==> src/rtl/cpu_dbg_pkg.sv <==
// Shared types for the CPU debug/trace blocks: halt causes, monitor states
// and a width helper for breakpoint channel indices.
package cpu_dbg_pkg;

    typedef enum logic [1:0] {
        HC_NONE    = 2'd0,
        HC_BP      = 2'd1,
        HC_TIMEOUT = 2'd2
    } halt_cause_t;

    typedef enum logic {
        MON_RUN    = 1'b0,
        MON_HALTED = 1'b1
    } mon_state_t;

    // A single breakpoint channel still needs a 1-bit index port.
    function automatic int bpIdxWidth(input int numBp);
        return (numBp > 1) ? $clog2(numBp) : 1;
    endfunction

endpackage

==> src/rtl/cpu_trace_monitor_if.sv <==
// Retire stream, breakpoint setup, halt status and trace drain port of the
// run monitor; slave is the monitor side, master is the cpu/debug-host side.
interface cpu_trace_monitor_if
    import cpu_dbg_pkg::*;
#(
    parameter int XLEN        = 32,
    parameter int NUM_BP      = 2,
    parameter int TRACE_DEPTH = 16,
    parameter int CNT_W       = 32
);
    localparam int BP_W  = bpIdxWidth(NUM_BP);
    localparam int LVL_W = $clog2(TRACE_DEPTH) + 1;

    logic                   retire_valid;
    logic [XLEN-1:0]        retire_pc;
    logic [NUM_BP-1:0]      bp_en;
    logic [NUM_BP*XLEN-1:0] bp_addr;
    logic                   halted;
    logic [1:0]             halt_cause;
    logic [BP_W-1:0]        halt_bp_idx;
    logic [CNT_W-1:0]       cycle_count;
    logic [CNT_W-1:0]       retire_count;
    logic                   trace_valid;
    logic [XLEN-1:0]        trace_data;
    logic                   trace_ready;
    logic [LVL_W-1:0]       trace_level;

    modport slave (
        input  retire_valid, retire_pc, bp_en, bp_addr, trace_ready,
        output halted, halt_cause, halt_bp_idx, cycle_count, retire_count,
               trace_valid, trace_data, trace_level
    );

    modport master (
        output retire_valid, retire_pc, bp_en, bp_addr, trace_ready,
        input  halted, halt_cause, halt_bp_idx, cycle_count, retire_count,
               trace_valid, trace_data, trace_level
    );

endinterface

==> src/rtl/cpu_trace_monitor_trace_ring.sv <==
// Circular buffer of WIDTH x DEPTH entries; a push into a full ring drops the
// oldest entry so the ring always holds the most recent DEPTH values.
module trace_ring #(
    parameter int WIDTH = 32,
    parameter int DEPTH = 16
) (
    input  logic                     clk,
    input  logic                     rst,
    input  logic                     push_i,
    input  logic [WIDTH-1:0]         pushData_i,
    input  logic                     pop_i,
    output logic [WIDTH-1:0]         data_o,
    output logic [$clog2(DEPTH):0]   level_o,
    output logic                     empty_o
);
    localparam int PTR_W = $clog2(DEPTH);
    localparam int LVL_W = PTR_W + 1;

    logic [WIDTH-1:0] mem_q [DEPTH];
    logic [PTR_W-1:0] wrPtr_q, wrPtr_d;
    logic [PTR_W-1:0] rdPtr_q, rdPtr_d;
    logic [LVL_W-1:0] level_q, level_d;
    logic             full;
    logic             popEff;
    logic             dropOld;

    always_comb begin
        full    = (level_q == LVL_W'(DEPTH));
        empty_o = (level_q == '0);
        popEff  = pop_i && !empty_o;
        dropOld = push_i && full && !popEff;
        wrPtr_d = wrPtr_q;
        rdPtr_d = rdPtr_q;
        level_d = level_q;
        if (push_i) begin
            wrPtr_d = wrPtr_q + 1'b1;
        end
        if (popEff || dropOld) begin
            rdPtr_d = rdPtr_q + 1'b1;
        end
        // Overwrite-on-full keeps the level pinned at DEPTH.
        if (push_i && !popEff && !full) begin
            level_d = level_q + 1'b1;
        end else if (popEff && !push_i) begin
            level_d = level_q - 1'b1;
        end
    end

    always_ff @(posedge clk) begin
        if (rst) begin
            wrPtr_q <= '0;
            rdPtr_q <= '0;
            level_q <= '0;
        end else begin
            wrPtr_q <= wrPtr_d;
            rdPtr_q <= rdPtr_d;
            level_q <= level_d;
        end
    end

    always_ff @(posedge clk) begin
        if (push_i) begin
            mem_q[wrPtr_q] <= pushData_i;
        end
    end

    assign data_o  = empty_o ? '0 : mem_q[rdPtr_q];
    assign level_o = level_q;

endmodule

==> src/rtl/cpu_trace_monitor.sv <==
// Run monitor beside the cpu: counts cycles/retires, halts on a breakpoint or
// timeout, and records the last TRACE_DEPTH retired PCs for draining after halt.
module cpu_trace_monitor
    import cpu_dbg_pkg::*;
#(
    parameter int XLEN        = 32,
    parameter int NUM_BP      = 2,
    parameter int TRACE_DEPTH = 16,
    parameter int CNT_W       = 32,
    parameter int TIMEOUT     = 4096
) (
    input  logic                 clk,
    input  logic                 rst,
    cpu_trace_monitor_if.slave   mon
);
    localparam int BP_W = bpIdxWidth(NUM_BP);

    mon_state_t        state_q, state_d;
    halt_cause_t       cause_q, cause_d;
    logic [BP_W-1:0]   bpIdx_q, bpIdx_d;
    logic [CNT_W-1:0]  cycleCount_q, cycleCount_d;
    logic [CNT_W-1:0]  retireCount_q, retireCount_d;
    logic              bpHit;
    logic [BP_W-1:0]   bpIdx;
    logic              timeoutHit;
    logic              running;
    logic              push;
    logic              pop;
    logic              ringEmpty;

    // Scanning from the top down leaves the lowest matching channel in bpIdx.
    always_comb begin
        bpHit = 1'b0;
        bpIdx = '0;
        for (int i = NUM_BP - 1; i >= 0; i--) begin
            if (mon.bp_en[i] && (mon.retire_pc == mon.bp_addr[i*XLEN +: XLEN])) begin
                bpHit = 1'b1;
                bpIdx = BP_W'(i);
            end
        end
        bpHit = bpHit && mon.retire_valid;
    end

    assign timeoutHit = (TIMEOUT != 0) && (cycleCount_q == CNT_W'(TIMEOUT - 1));
    assign running    = (state_q == MON_RUN);

    always_comb begin
        state_d       = state_q;
        cause_d       = cause_q;
        bpIdx_d       = bpIdx_q;
        cycleCount_d  = cycleCount_q;
        retireCount_d = retireCount_q;
        case (state_q)
            MON_RUN: begin
                if (cycleCount_q != '1) begin
                    cycleCount_d = cycleCount_q + 1'b1;
                end
                if (mon.retire_valid && (retireCount_q != '1)) begin
                    retireCount_d = retireCount_q + 1'b1;
                end
                if (bpHit) begin
                    state_d = MON_HALTED;
                    cause_d = HC_BP;
                    bpIdx_d = bpIdx;
                end else if (timeoutHit) begin
                    state_d = MON_HALTED;
                    cause_d = HC_TIMEOUT;
                end
            end
            MON_HALTED: begin
                state_d = MON_HALTED;
            end
            default: begin
                state_d = MON_RUN;
            end
        endcase
    end

    always_ff @(posedge clk) begin
        if (rst) begin
            state_q       <= MON_RUN;
            cause_q       <= HC_NONE;
            bpIdx_q       <= '0;
            cycleCount_q  <= '0;
            retireCount_q <= '0;
        end else begin
            state_q       <= state_d;
            cause_q       <= cause_d;
            bpIdx_q       <= bpIdx_d;
            cycleCount_q  <= cycleCount_d;
            retireCount_q <= retireCount_d;
        end
    end

    assign push = running && mon.retire_valid;
    assign pop  = !running && !ringEmpty && mon.trace_ready;

    trace_ring #(
        .WIDTH (XLEN),
        .DEPTH (TRACE_DEPTH)
    ) u_ring (
        .clk        (clk),
        .rst        (rst),
        .push_i     (push),
        .pushData_i (mon.retire_pc),
        .pop_i      (pop),
        .data_o     (mon.trace_data),
        .level_o    (mon.trace_level),
        .empty_o    (ringEmpty)
    );

    assign mon.halted       = !running;
    assign mon.halt_cause   = cause_q;
    assign mon.halt_bp_idx  = bpIdx_q;
    assign mon.cycle_count  = cycleCount_q;
    assign mon.retire_count = retireCount_q;
    assign mon.trace_valid  = !running && !ringEmpty;

endmodule
==> src/flat_wrapper.sv <==
// flat-port wrapper written by rule: the top's interface ports become plain ports
module cpu_trace_monitor_flat import cpu_dbg_pkg::*;
#(
    parameter int XLEN        = 32,
    parameter int NUM_BP      = 2,
    parameter int TRACE_DEPTH = 16,
    parameter int CNT_W       = 32,
    parameter int TIMEOUT     = 4096
)
  (clk, rst, mon_retire_valid, mon_retire_pc, mon_bp_en, mon_bp_addr, mon_trace_ready, mon_halted, mon_halt_cause, mon_halt_bp_idx, mon_cycle_count, mon_retire_count, mon_trace_valid, mon_trace_data, mon_trace_level);
  cpu_trace_monitor_if #(.XLEN(XLEN), .NUM_BP(NUM_BP), .TRACE_DEPTH(TRACE_DEPTH), .CNT_W(CNT_W)) mon_i ();
  input  logic clk;
  input  logic rst;
  input wire logic [$bits(mon_i.retire_valid)-1:0] mon_retire_valid;
  input wire logic [$bits(mon_i.retire_pc)-1:0] mon_retire_pc;
  input wire logic [$bits(mon_i.bp_en)-1:0] mon_bp_en;
  input wire logic [$bits(mon_i.bp_addr)-1:0] mon_bp_addr;
  input wire logic [$bits(mon_i.trace_ready)-1:0] mon_trace_ready;
  output wire logic [$bits(mon_i.halted)-1:0] mon_halted;
  output wire logic [$bits(mon_i.halt_cause)-1:0] mon_halt_cause;
  output wire logic [$bits(mon_i.halt_bp_idx)-1:0] mon_halt_bp_idx;
  output wire logic [$bits(mon_i.cycle_count)-1:0] mon_cycle_count;
  output wire logic [$bits(mon_i.retire_count)-1:0] mon_retire_count;
  output wire logic [$bits(mon_i.trace_valid)-1:0] mon_trace_valid;
  output wire logic [$bits(mon_i.trace_data)-1:0] mon_trace_data;
  output wire logic [$bits(mon_i.trace_level)-1:0] mon_trace_level;
  assign mon_i.retire_valid = mon_retire_valid;
  assign mon_i.retire_pc = mon_retire_pc;
  assign mon_i.bp_en = mon_bp_en;
  assign mon_i.bp_addr = mon_bp_addr;
  assign mon_i.trace_ready = mon_trace_ready;
  assign mon_halted = mon_i.halted;
  assign mon_halt_cause = mon_i.halt_cause;
  assign mon_halt_bp_idx = mon_i.halt_bp_idx;
  assign mon_cycle_count = mon_i.cycle_count;
  assign mon_retire_count = mon_i.retire_count;
  assign mon_trace_valid = mon_i.trace_valid;
  assign mon_trace_data = mon_i.trace_data;
  assign mon_trace_level = mon_i.trace_level;
  cpu_trace_monitor #(.XLEN(XLEN), .NUM_BP(NUM_BP), .TRACE_DEPTH(TRACE_DEPTH), .CNT_W(CNT_W), .TIMEOUT(TIMEOUT)) u_core (.clk(clk), .rst(rst), .mon(mon_i));
endmodule
==> config.mk <==
export PLATFORM = sky130hd
export DESIGN_NAME = cpu_trace_monitor_flat
export DESIGN_NICKNAME = d
export VERILOG_FILES = /design/src/rtl/cpu_dbg_pkg.sv /design/src/rtl/cpu_trace_monitor_if.sv /design/src/rtl/cpu_trace_monitor_trace_ring.sv /design/src/rtl/cpu_trace_monitor.sv /design/src/flat_wrapper.sv
export SDC_FILE = /design/constraint.sdc
export NUM_CORES = 1
export LEC_CHECK = 0
export BUFFER_PORTS_ARGS = -buffer_cell sky130_fd_sc_hd__buf_2
export CELL_PAD_IN_SITES_DETAIL_PLACEMENT = 1
export CELL_PAD_IN_SITES_GLOBAL_PLACEMENT = 1
export CORE_AREA = 8 8 340 177
export CTS_CLUSTER_DIAMETER = 200
export DETAILED_ROUTE_END_ITERATION = 10
export DIE_AREA = 0 0 348 185
export GPL_TIMING_DRIVEN = 0
export PLACE_DENSITY = 0.76
export SETUP_SLACK_MARGIN = 0.1
export SLEW_MARGIN = 40
export SYNTH_ARGS = -nofsm -noshare
export SYNTH_HDL_FRONTEND = slang
export SYNTH_SLANG_ARGS = --single-unit
==> constraint.sdc <==
create_clock -name clk -period 7.34 [get_ports clk]
set_clock_uncertainty 0.05 [all_clocks]
set_input_delay 1.468 -clock clk [delete_from_list [all_inputs] [get_ports clk]]
set_output_delay 1.468 -clock clk [all_outputs]
set_load 0.03 [all_outputs]
==> results of run 1 <==
==> registers in the layout, summed over array words and instances, names as in the netlist, named ones only <==
signal and flops:
u_core.mon.cycle_count 32, u_core.mon.halt_bp_idx 1, u_core.mon.halt_cause 2, u_core.mon.halted 1, u_core.mon.retire_count 32, u_core.u_ring.level_o 5
u_core.u_ring.mem_q 512, u_core.u_ring.rdPtr_q 4, u_core.u_ring.wrPtr_q 4
==> per-stage QoR <==
step | TNS (ns) | power, mW | util, % | worst slack, ns | instance area (µm²)
final | 0 | 7.85 | 52.2 | 2.29 | 29200
after global routing | 0 | 8.10 | 52.2 | 2.16 | 29200
after CTS | 0 | 7.91 | 52.1 | 2.12 | 29200
after detailed placement | 0 | 5.13 | 49.1 | 2.79 | 27500
after global placement | -77.22 | 5.07 | 47.6 | -0.657 | 26600
after floorplan | 0 | 4.67 | - | 2.52 | 24600
==> worst min-delay path: stages (launching register included) <==
cell and delay, ns:
dfxtp_1 0.33, o31ai_1 0.07, a21oi_1 0.06
==> cells in the final DEF, fill, tap and decap left out, types with 17 or more instances in the layout <==
cell | synthesis | final
edfxtp_1 | 512 | 512
buf_2 | 20 | 237
mux4_2 | 160 | 160
dfxtp_1 | 85 | 85
a21oi_1 | 58 | 58
clkbuf_16 | 0 | 54
clkbuf_1 | 41 | 46
nor2_1 | 51 | 39
nand2_1 | 37 | 37
nand3_1 | 37 | 37
xnor2_1 | 37 | 37
xor2_1 | 36 | 36
and2_1 | 33 | 33
or3_1 | 25 | 25
o21ai_0 | 24 | 24
or4_1 | 23 | 23
nor2b_1 | 22 | 22
nand4_1 | 22 | 22
buf_4 | 2 | 19
o31ai_1 | 19 | 19
mux2_2 | 19 | 19
buf_16 | 0 | 17
==> layout make-up <==
cell class | count | area (µm²) | area share, %
antenna | 4 | 10.0 | 0.0343
buffer | 68 | 303 | 1.04
inverter | 10 | 37.5 | 0.129
tap | 768 | 961 | 3.29
clock buffer | 70 | 1410 | 4.84
sequential | 597 | 17100 | 58.5
timing repair buffer | 257 | 1780 | 6.11
clock inverter | 26 | 280 | 0.960
multi-input combinational | 710 | 7320 | 25.1
==> kinds of logic (layout without fill, tap and decap cells) <==
logic type / count (synthesis) / after routing / share of synthesized area, %
mux: 185 / 185 / 15.8
simple gates: 317 / 317 / 7.37
fa+ha+maj: 11 / 11 / 0.590
other cells: 0 / 4 / 0
xor+xnor: 73 / 73 / 2.60
compound gates: 124 / 124 / 2.96
flops: 597 / 597 / 69.4
buf+inv: 78 / 431 / 1.32
==> routing by layer <==
metal	global-route usage, %	vias to the layer above
met5	0	-
met4	5.07	4
met3	4.46	98
met2	36.1	608
met1	31.7	8003
li1	-	6236
==> power by group through the flow <==
stage | clock network [mW] | logic, mW | registers (mW)
after global placement | 0 | 1.24 | 3.83
after floorplan | 0 | 0.822 | 3.84
final | 2.80 | 1.29 | 3.76
after global routing | 2.97 | 1.37 | 3.76
after CTS | 2.85 | 1.31 | 3.76
after detailed placement | 0 | 1.30 | 3.83
==> path summary, 6_finish.rpt <==
kind                                                          startpoint                                       end
worst min register to register  u_core.mon.retire_count[21]$_SDFFE_PP0P_  u_core.mon.retire_count[21]$_SDFFE_PP0P_
worst max-delay path                                           flip-flop                        mon_trace_data[31]
worst min-delay path            u_core.mon.retire_count[21]$_SDFFE_PP0P_  u_core.mon.retire_count[21]$_SDFFE_PP0P_
worst max register to register              u_core.mon.halted$_SDFF_PP0_       u_core.u_ring.mem_q[2][8]$_DFFE_PP_
==> results, run 1 <==
- In the post-synthesis netlist, the biggest area contributors are edfxtp_1, mux4_2, dfxtp_1, xnor2_1, xor2_1.
- The congestion estimate from routability-driven global placement came to approximately 0.86.
- Wires add up to 73500 µm.
- Yosys mapped a number of flops with a built-in enable equal to 512.
- At the worst endpoint, the arrival time is 3.54 ns.
- Among cell families on the critical path, the largest total delay comes from buffers and inverters.
- Dividing the final minimum period by the clock period gives between 60 and 70%.
- The detail route stage leaves a number of antenna-violating nets equal to 0.
- The count of final setup violators is 0.
- 208 I/O pins were placed.
- The wire length of the first global-routing pass is 106000 µm.
- The detailed-placement wirelength estimate is 51600 µm.
- The number of rows in the core area is 62.
- Routed signal wires occupy layers up through met5.
- The main flop type after synthesis is edfxtp_1.
- The cell count after synthesis came out at about 1400.
- The kind of path behind the tightest hold check is flip-flop to flip-flop.
- The maximum VDD drop is 0.168 mV.
- In this run the biggest area consumer among cell types represents between 60% and 70% of the synthesized area.
- The first detailed-routing pass took 5 iterations.
- Headroom to the max-slew limit came out at 41.1%.
- The mean number of vias per cell is between 5 and 6.
- The sequential fraction of the synthesis area is 69.4%.
- The number of maximum-capacitance constraint violations is 0.
- The height of the chip is 185 µm.
- Net switching is around a quarter of the power.
- The clock network is responsible for 35.7% of the overall power.
- Data on the critical path is required at its endpoint by 5.82 ns.
- The switching power summed over all nets is 2.06 mW.
- The routed design could run at a clock period as short as between 5 and 6 ns.
- Wire segments on met2 add up to around 35000 µm in the final route.
- Combinational cells account for 16.4% of the total power.
- When the netlist entered floorplanning its net count stood at 1498.
- The total of cells resized after clock tree synthesis is 0.
- After clock tree synthesis, the setup repair step added 0 buffers.
- The area growth from synthesis to layout is 18.6%.
- Counting both buffers and inverters, the worst setup path holds a total of 3.
- The first-iteration detailed-routing DRC count is around 1400.
- The critical path's slowest cell is clkbuf_1.
- In the detailed route, the total length drawn on met3 is 5240 µm.
- The critical path class is flip-flop to primary output.
- In this run, distinct cell masters in the synthesized netlist total 51.
- The total grt overflow is 0.
- The initial utilization of the core area, before any placement, comes to about 44%.
- Final hold analysis gives a worst-case slack of 0.456 ns.
- The global-route usage over all layers is 22.4%.
- The number of global-route vias before repair is 15500.
- The number of antenna violations at the first check in global routing is 4.
- The capturing element type of the critical path is a primary output.
- edfxtp_1 is the most common cell in the netlist.
- For the pin with the worst max-slew slack, the measured transition is about 0.88 ns.
- The worst setup path is launched from a flip-flop.
- The maximum fanout count along the critical path is 10.
- Of all cell types, the one taking the most synthesized area is edfxtp_1.
- The count of final max-slew check failures is 0.
- In this run the number of cells on the critical path is 6.
- At the end of the flow, the number of nets in the layout was 1811.
- The floorplan step defined a die boundary enclosing about 64000 µm².
- The async set-reset flop share out of synthesis is 0%.
- For this block, wires on met1 add up to 31700 µm.
- Measured in cells, the most critical reg-to-reg path has a length of 7.
- The largest single stage delay on the critical path is 0.73 ns.
- In the synthesized netlist, the cells that appear most often are edfxtp_1, mux4_2, dfxtp_1, a21oi_1, nor2_1.
- Power spread over the standard cell area amounts to 269 nW/µm².
- The synthesized design contains roughly 600 register bits.
- The run finished with clean final reports.
- For this run, design rule violations remaining after detail routing come to 0.
- The analysis attributes to cell leakage a power of 9.64 nW.
- The chip width is 348 µm.
- In this run the clock root is driven by a clkbuf_16.
- For this run, the number of Yosys warnings is 0.
- The count of placed standard cells in the final layout, fillers left out is 2510.
- The internal cell power is 5.79 mW.
- The peak clock frequency supported by timing is 198 MHz.
- Traced cell by cell, the critical path runs through clkbuf_1, clkbuf_1, mux4_2, mux4_2, and2_1, buf_2.
- In this run the deepest clock path goes through 3 buffers.
- The via total after detailed routing is 14900.
- The maximum level of the CTS H-tree is 2.
- Buffers inserted to repair hold after CTS numbered 0.
- Counting tap cells, the placed design contains a total of 2410 instances.
- The average cell area after synthesis is around 18 µm².
- The count of cells along the worst hold path is 2.
- The average wire per cell in the routed design is 29.3 µm.
- The maximum number of pins on one net before global-route repair is 19.
- The TritonCTS clock tree is done.
- Setup repair after global routing left no endpoint under its margin.
- The count of clock tree sinks is 597.
- The count of input and output buffers is 206.
- After floorplanning, the core was sized to cover 55900 µm².
- The setup slack on the worst flop-to-flop path is 4.13 ns.
- Clock-pin slew was measured on the worst setup and hold paths at 0.06 ns.
- The count of endpoints failing hold in the final timing report is 0.
- At the later pin of the worst-skew pair, clock insertion delay measures 0.61 ns.
- The share of total power in sequential cells is between 40% and 50%.
- The layout filler cell count is 5250.
- The fraction of final layout cells with drive strength greater than 1 is 32.7%.
- The TritonCTS buffer count is 54.
- The summed instance area of the synthesized netlist is 24600 µm².
(Power assumes the default switching activity.)
==> inputs of run 2 (changes only) <==
==> constraint.sdc (replaced) <==
create_clock -name clk -period 4.7 [get_ports clk]
set_clock_uncertainty 0.05 [all_clocks]
set_input_delay 0.94 -clock clk [delete_from_list [all_inputs] [get_ports clk]]
set_output_delay 0.94 -clock clk [all_outputs]
set_load 0.03 [all_outputs]
==> run 2 against run 1 <==
  * Routed wire length hardly changed
  * Critical path type unchanged
  * Highest routed layer unchanged
  * Sequential cell count is the same
  * Count of clock-buffer cells in the layout did not move
  * Cell count did not move
  * Non-clock buffer count is the same
  * Register-to-register slack got worse by 2.6 ns
  * Combinational power up 56%
  * Critical path depth unchanged
  * Die area unchanged
  * Core utilization is essentially flat
  * Sequential share of layout area about the same
==> results, run 2 (same netlist as run 1, synthesis figures left out) <==
- The cell family contributing the most delay on the critical path is buffers and inverters.
- The maximum number of pins on one net before global-route repair is 19.
- The critical register-to-register path endpoint is u_core.u_ring.mem_q[3][8]$_DFFE_PP_.
- The number of maximum-capacitance constraint violations is 0.
- The count of final setup violators is 0.
- The final core area utilization is 52.2%.
- The TritonCTS buffer count is 54.
- Counting instances, the worst hold path has a depth of 2.
- Measured in cells, the most critical reg-to-reg path has a length of 8.
- The worst setup path is launched from a flip-flop.
- The global-route usage over all layers is 22.4%.
- For hold timing, the worst endpoint is u_core.mon.retire_count[21]$_SDFFE_PP0P_.
- The met2 wire length is 34900 µm.
- The maximum level of the CTS H-tree is 2.
- Leaving out fill and tap cells, the most frequent cell in the layout is edfxtp_1.
- The power per cell area is 420 nW/µm².
- The initial utilization of the core area, before any placement, comes to 44.0%.
- The maximum fanout count along the critical path is 10.
- The critical path goes through clkbuf_1, clkbuf_1, mux4_2, mux4_2, and2_1, buf_2.
- The uppermost signal routing layer after detailed routing is met5.
- By startpoint and endpoint, the worst setup path is classified as flip-flop to primary output.
- The startpoint identified for the worst hold timing path is u_core.mon.retire_count[21]$_SDFFE_PP0P_.
- In the final layout, flip-flops and latches occupy ~17000 µm².
- The count of final max-slew check failures is 0.
- The stage delay of the slowest cell on the critical path is between 0.7 and 0.8 ns.
- The number of antenna violations at the first check in global routing was 4.
- Across the VDD grid, the largest voltage drop is 0.263 mV.
- The tree is rooted in a clkbuf_16.
- The average wire per cell in the routed design is 29.3 µm.
- Setup repair after global routing left no endpoint under its margin.
- The core region is 55900 µm².
- The flip-flop count of the largest register after layout is 512.
- The clock period could shrink to 4.48 ns.
- The detailed-placement wirelength estimate is approximately 52000 µm.
- The register with the most flip-flops in the final layout is u_core.u_ring.mem_q.
- The analysis attributes to cell leakage a power of 9.64 nW.
- The count of clock tree sinks is 597.
- TritonCTS built the clock tree.
- The synthesis-to-layout area growth is 18.6%.
- In the final layout, the share of cells above drive strength 1 is between 30% and 40%.
- Summed over all nets, wire length on met3 after detailed routing comes to around 5400 µm.
- The first-iteration detailed-routing DRC count is 1439.
- The via total after detailed routing is 14900.
- The number of global-route vias before repair is 15500.
- Overall power consumption after layout is estimated at 12.3 mW.
- The kind of path behind the tightest hold check is flip-flop to flip-flop.
- The critical path's slowest cell is clkbuf_1.
- The die is 185 µm tall.
- The die outline area is 64400 µm².
- The count of endpoints failing hold in the final timing report is 0.
- The layout has roughly 5200 filler cells.
- The period utilization is 95.4%.
- The beginning of the worst register-to-register path is u_core.mon.halted$_SDFF_PP0_.
- In this run the count of I/O pins placed on the die edge is between 200 and 250.
- The routability-driven placement congestion ratio is roughly 0.86.
- The wire length of the first global-routing pass is around 110000 µm.
- The remaining antenna violation count is 0.
- The deepest clock path buffer count is 3.
- Summing all multi-input logic gate instances after layout gives 7320 µm².
- At the pin with the least slew margin, the transition time is 0.872 ns.
- In the final routing, the length of wire on met1 measures 31600 µm.
- Summed over all layers, the routed wires come to 73500 µm.
- Across all register-to-register paths, the minimum setup slack is approximately 1.5 ns.
- The first-pass detailed-route iteration total is 5.
- The mean number of vias per cell is 5.96.
- Clock-pin slew was measured on the worst setup and hold paths at 0.06 ns.
- Based on the critical path, the design can be clocked at up to ~220 MHz.
- The worst setup path is captured at a primary output.
- The count of input and output buffers is 206.
- The source-to-sink clock delay at the later pin of the worst-skew pair is 0.61 ns.
- In the final design database the tool counted 1811 nets.
- The chip width is 348 µm.
- For the worst setup path, the data arrival time is 3.49 ns.
- In the routed design, unresolved DRC markers number 0.
- Global routing finished with a remaining overflow of 0.
- The buffer and inverter count on the worst path is 3.
- Summed over all failing endpoints, the final setup total negative slack is 0 ns.
- In the layout the commonest cells are edfxtp_1, buf_2, mux4_2.
- The flow ran to the end, and the final reports show no timing, DRC or antenna violations.
- The data required time of the worst path is 3.71 ns.
- Headroom to the max-slew limit came out at around two fifths.
- The number of rows in the core area is 62.
- In this run the number of cells on the critical path is 6.
run 2: changes by cell type in the layout (fill, tap and decap cells not counted), sizes merged:
cell / previous run / this run
clkbuf: 111 / 112
buf: 284 / 283
run 2: power breakdown:
group	internal (mW)	total, mW	switching [mW]	leakage, nW
combinational	0.817	2.01	1.20	3.52
sequential	5.82	5.87	0.0447	5.31
clock	2.40	4.38	1.98	0.806
run 2: what timing repair did:
| action | in CTS | in global routing |
|---|---|---|
| pin swaps | 0 | 0 |
| endpoints found under the setup margin | 19 | 2 |
| buffers inserted | 0 | 0 |
| resized for setup | 2 | 7 |
| hold buffers | 0 | 0 |
run 2: cell type report:
type	count	area share, %
sequential	597	58.5
multi-input combinational	710	25.1
timing repair buffer	257	6.10
clock buffer	70	4.84
tap	768	3.29
buffer	68	1.05
clock inverter	26	0.960
inverter	10	0.129
antenna	4	0.0343
run 2: metrics by stage:
| step | instance area [µm²] | worst slack [ns] | cells | hold WS (ns) |
|---|---|---|---|---|
| 3_3_place_gp | 26600 | -2.77 | 2359 | 0.430 |
| 2_1_floorplan | 24600 | 0.409 | 1385 | 0.413 |
| 3_5_place_dp | 27500 | 0.683 | 2410 | 0.442 |
| 6_report | 29200 | 0.216 | 2510 | 0.456 |
| 5_1_grt | 29200 | 0.105 | 2507 | 0.487 |
| 4_1_cts | 29200 | 0.112 | 2506 | 0.451 |
run 2: tightest hold or removal path: stages, from the launching register on:
cell and delay, ns:
dfxtp_1 0.33, o31ai_1 0.07, a21oi_1 0.06
run 2: how the worst max path moves through the flow:
| stage | startpoint | to | slack, ns |
|---|---|---|---|
| global route | flip-flop | mon_trace_data[26] | 0.11 |
| global placement | mon_retire_valid | u_core.u_ring.mem_q[1][15]$_DFFE_PP_ | -2.77 |
| CTS | flip-flop | mon_trace_data[10] | 0.11 |
| floorplan | mon_retire_valid | u_core.u_ring.mem_q[3][0]$_DFFE_PP_ | 0.41 |
| detailed placement | flip-flop | mon_trace_data[12] | 0.68 |
| finish | flip-flop | mon_trace_data[26] | 0.22 |
run 2: metal layers:
layer  global-route usage [%]  up-vias
li1                         -     6236
met1                     31.7     8003
met2                     36.1      605
met3                     4.46      101
met4                     5.07        4
met5                        0        -
==> inputs of run 3 (changes only) <==
--- a/config.mk
+++ b/config.mk
@@ -5,7 +5,7 @@
 export SDC_FILE = /design/constraint.sdc
 export NUM_CORES = 1
 export LEC_CHECK = 0
-export BUFFER_PORTS_ARGS = -buffer_cell sky130_fd_sc_hd__buf_2
+export BUFFER_PORTS_ARGS = -buffer_cell sky130_fd_sc_hd__buf_4
 export CELL_PAD_IN_SITES_DETAIL_PLACEMENT = 1
 export CELL_PAD_IN_SITES_GLOBAL_PLACEMENT = 1
 export CORE_AREA = 8 8 340 177
==> run 3 against run 2 <==
  * Routed wire length is 0.62% higher
  * Combinational power is 6% higher
  * Sequential power about the same
  * Cell count is the same
  * Setup slack lost 0.018 ns
  * First-iteration DRC count up 4.7%
  * Total power up 4.2%
  * Via count down 0.58%
  * Register-to-register slack worse by 0.22 ns
  * Sequential share of layout area down 1.2 points
  * Hold slack about the same
  * Non-clock buffer count up 1
==> results, run 3 (same netlist as run 1, synthesis figures left out) <==
- The flow ran to the end, and the final reports show no timing, DRC or antenna violations.
- The global-route usage over all layers is 22.6%.
- The number of rows in the core area is 62.
- The worst setup path is launched from a flip-flop.
- The tightest hold path in the finished design has a slack of 0.456 ns.
- The maximum number of pins on one net before global-route repair is 19.
- From left edge to right edge, the die measures 348 µm.
- The die outline area is 64400 µm².
- The buffers inserted during post-CTS setup optimization is 0.
- The multi-input combinational cells in the finished layout cover a total of about 7300 µm².
- The number of maximum-capacitance constraint violations is 0.
- Headroom to the max-slew limit came out at 38.1%.
- The critical path is of the flip-flop to primary output type.
- The maximum fanout count along the critical path is 10.
- The routability-driven placement congestion ratio is between 0.8 and 0.9.
- The kind of path behind the tightest hold check is flip-flop to flip-flop.
- After routing the design area is between 20000 and 30000 µm².
- The source-to-sink clock delay at the later pin of the worst-skew pair is 0.60 ns.
- For the worst setup path, the data arrival time is 3.51 ns.
- The root buffer cell chosen for the clock tree is clkbuf_16.
- The routed design could run at a clock period as short as 4.50 ns.
- The via total after detailed routing is ~15000.
- During placement, the flow inserted port buffers numbering 206.
- In this run the static leakage power is 9.80 nW.
- The transition time of the tightest slew-check pin is approximately 0.93 ns.
- The library cells used most frequently in the layout, excluding fill and tap cells, are edfxtp_1, buf_4, mux4_2.
- The core region is 55900 µm².
- The initial cell density of the core is 44.0%.
- The critical path's slowest cell is clkbuf_1.
- The average wire per cell in the routed design is 29.5 µm.
- The number of antenna violations at the first check in global routing came to 2.
- Summing all flip-flop and latch instances after layout gives ~17000 µm².
- The TritonCTS clock tree is done.
- The critical path goes through clkbuf_1, clkbuf_1, mux4_2, mux4_2, and2_1, buf_4.
- The cell family contributing the most delay on the critical path is buffers and inverters.
- The total wire length is 74000 µm.
- The longest clock path from root to sink contains 3 buffers.
- The power per cell area is 429 nW/µm².
- Clock-pin slew was measured on the worst setup and hold paths at 0.07 ns.
- After filler insertion, the fill cell instance count of the layout stands at 5149.
- The count of endpoints failing hold in the final timing report is 0.
- The synthesis-to-layout area growth is 21.0%.
- Detailed placement finished with a half-perimeter wire length of 51800 µm.
- The maximum VDD drop is 0.317 mV.
- The count of final setup violators is 0.
- In this run the cell area measured after placement is about 28000 µm².
- More flip-flops sit in one register than any other, and that register is u_core.u_ring.mem_q.
- The capturing element type of the critical path is a primary output.
- The data required time of the worst path is about 3.7 ns.
- The TritonCTS buffer count is 53.
- The first-pass detailed-route iteration total is 5.
- The period utilization is 95.8%.
- The total grt overflow is 0.
- Setup repair after global routing left no endpoint under its margin.
- Timing would allow up to 222 MHz.
- Using the TritonRoute via totals, the vias-per-cell ratio works out to between 5 and 6.
- The remaining antenna violation count is 0.
- For flop-to-flop paths, the worst setup slack is approximately 1.3 ns.
- The stage delay of the slowest cell on the critical path is 0.70 ns.
- The first global-routing pass estimated 108000 µm of wire.
- The most common cell after layout, fill and taps aside is edfxtp_1.
- The final-stage net count is 1811.
- The count of final max-slew check failures is 0.
- The count of clock tree sinks is 597.
- The flip-flop count of the largest register after layout is 512.
- The number of remaining DRC errors is 0.
- Counting both buffers and inverters, the worst setup path holds a total of 3.
- The post-route netlist has 33.3% of its cells at a drive strength greater than 1.
- In this run the vertical extent of the chip is 185 µm.
- The maximum level of the CTS H-tree is 2.
- The number of I/O pins is around 210.
- The number of global-route vias before repair is 15600.
- The first-iteration detailed-routing DRC count is 1506.
run 3: changes by cell type in the layout (fill, tap and decap cells not counted), moves of 8 or more:
cell       delta
buf_2       -209
buf_8         +9
clkbuf_1      -8
bufinv_16     +8
buf_4       +206
buf_16        -9
run 3: per-stage QoR:
| stage | utilization [%] | setup slack [ns] | total power [mW] | setup TNS, ns | instances |
|---|---|---|---|---|---|
| 2_1_floorplan | - | 0.409 | 7.29 | 0 | 1385 |
| 3_3_place_gp | 48.5 | -2.78 | 8.03 | -673.21 | 2359 |
| 3_5_place_dp | 49.9 | 0.656 | 8.13 | 0 | 2411 |
| 4_1_cts | 53.2 | 0.103 | 12.9 | 0 | 2509 |
| 5_1_grt | 53.2 | 0.109 | 13.2 | 0 | 2509 |
| 6_report | 53.2 | 0.199 | 12.8 | 0 | 2510 |
run 3: routing by layer:
layer  wire length (µm)  global-route usage (%)  share of wire, %
met5                 11                       0             0.015
met4               1180                    3.88               1.6
met1              33100                    33.0                45
met3               4470                    3.42               6.0
met2              35300                    36.8                48
run 3: what timing repair did:
| action | 4_1_cts | 5_1_grt |
|---|---|---|
| hold buffers | 0 | 0 |
| setup endpoints to repair | 13 | 2 |
| gates resized for setup | 4 | 2 |
| pin swaps | 0 | 0 |
run 3: area by class of cell:
type / count / share of cell area [%]
inverter: 10 / 0.126
sequential: 597 / 57.3
antenna: 1 / 0.00840
buffer: 68 / 1.04
multi-input combinational: 710 / 24.6
clock inverter: 38 / 1.73
timing repair buffer: 258 / 7.42
tap: 768 / 3.23
clock buffer: 60 / 4.54
run 3: worst paths after layout:
check / to / cells past startpoint / start
worst min-delay path: u_core.mon.retire_count[27]$_SDFFE_PP0P_ / 2 / u_core.mon.retire_count[27]$_SDFFE_PP0P_
worst max register to register: u_core.u_ring.mem_q[1][11]$_DFFE_PP_ / 9 / u_core.mon.halted$_SDFF_PP0_
worst min register to register: u_core.mon.retire_count[27]$_SDFFE_PP0P_ / 2 / u_core.mon.retire_count[27]$_SDFFE_PP0P_
worst max-delay path: mon_trace_data[0] / 6 / flip-flop
run 3: worst register-to-register path, stage by stage (launching register included):
cell and delay [ns]:
dfxtp_1 0.42, nor2b_1 0.25, buf_1 0.53, nand2_1 0.42
nor3_2 0.44, buf_4 0.25, buf_6 0.15, buf_4 0.17
buf_4 0.19, buf_2 0.23
run 3: power breakdown:
group | switching, mW | internal, mW | total [mW]
sequential | 0.0495 | 5.82 | 5.87
combinational | 1.21 | 0.920 | 2.13
clock | 1.99 | 2.78 | 4.77
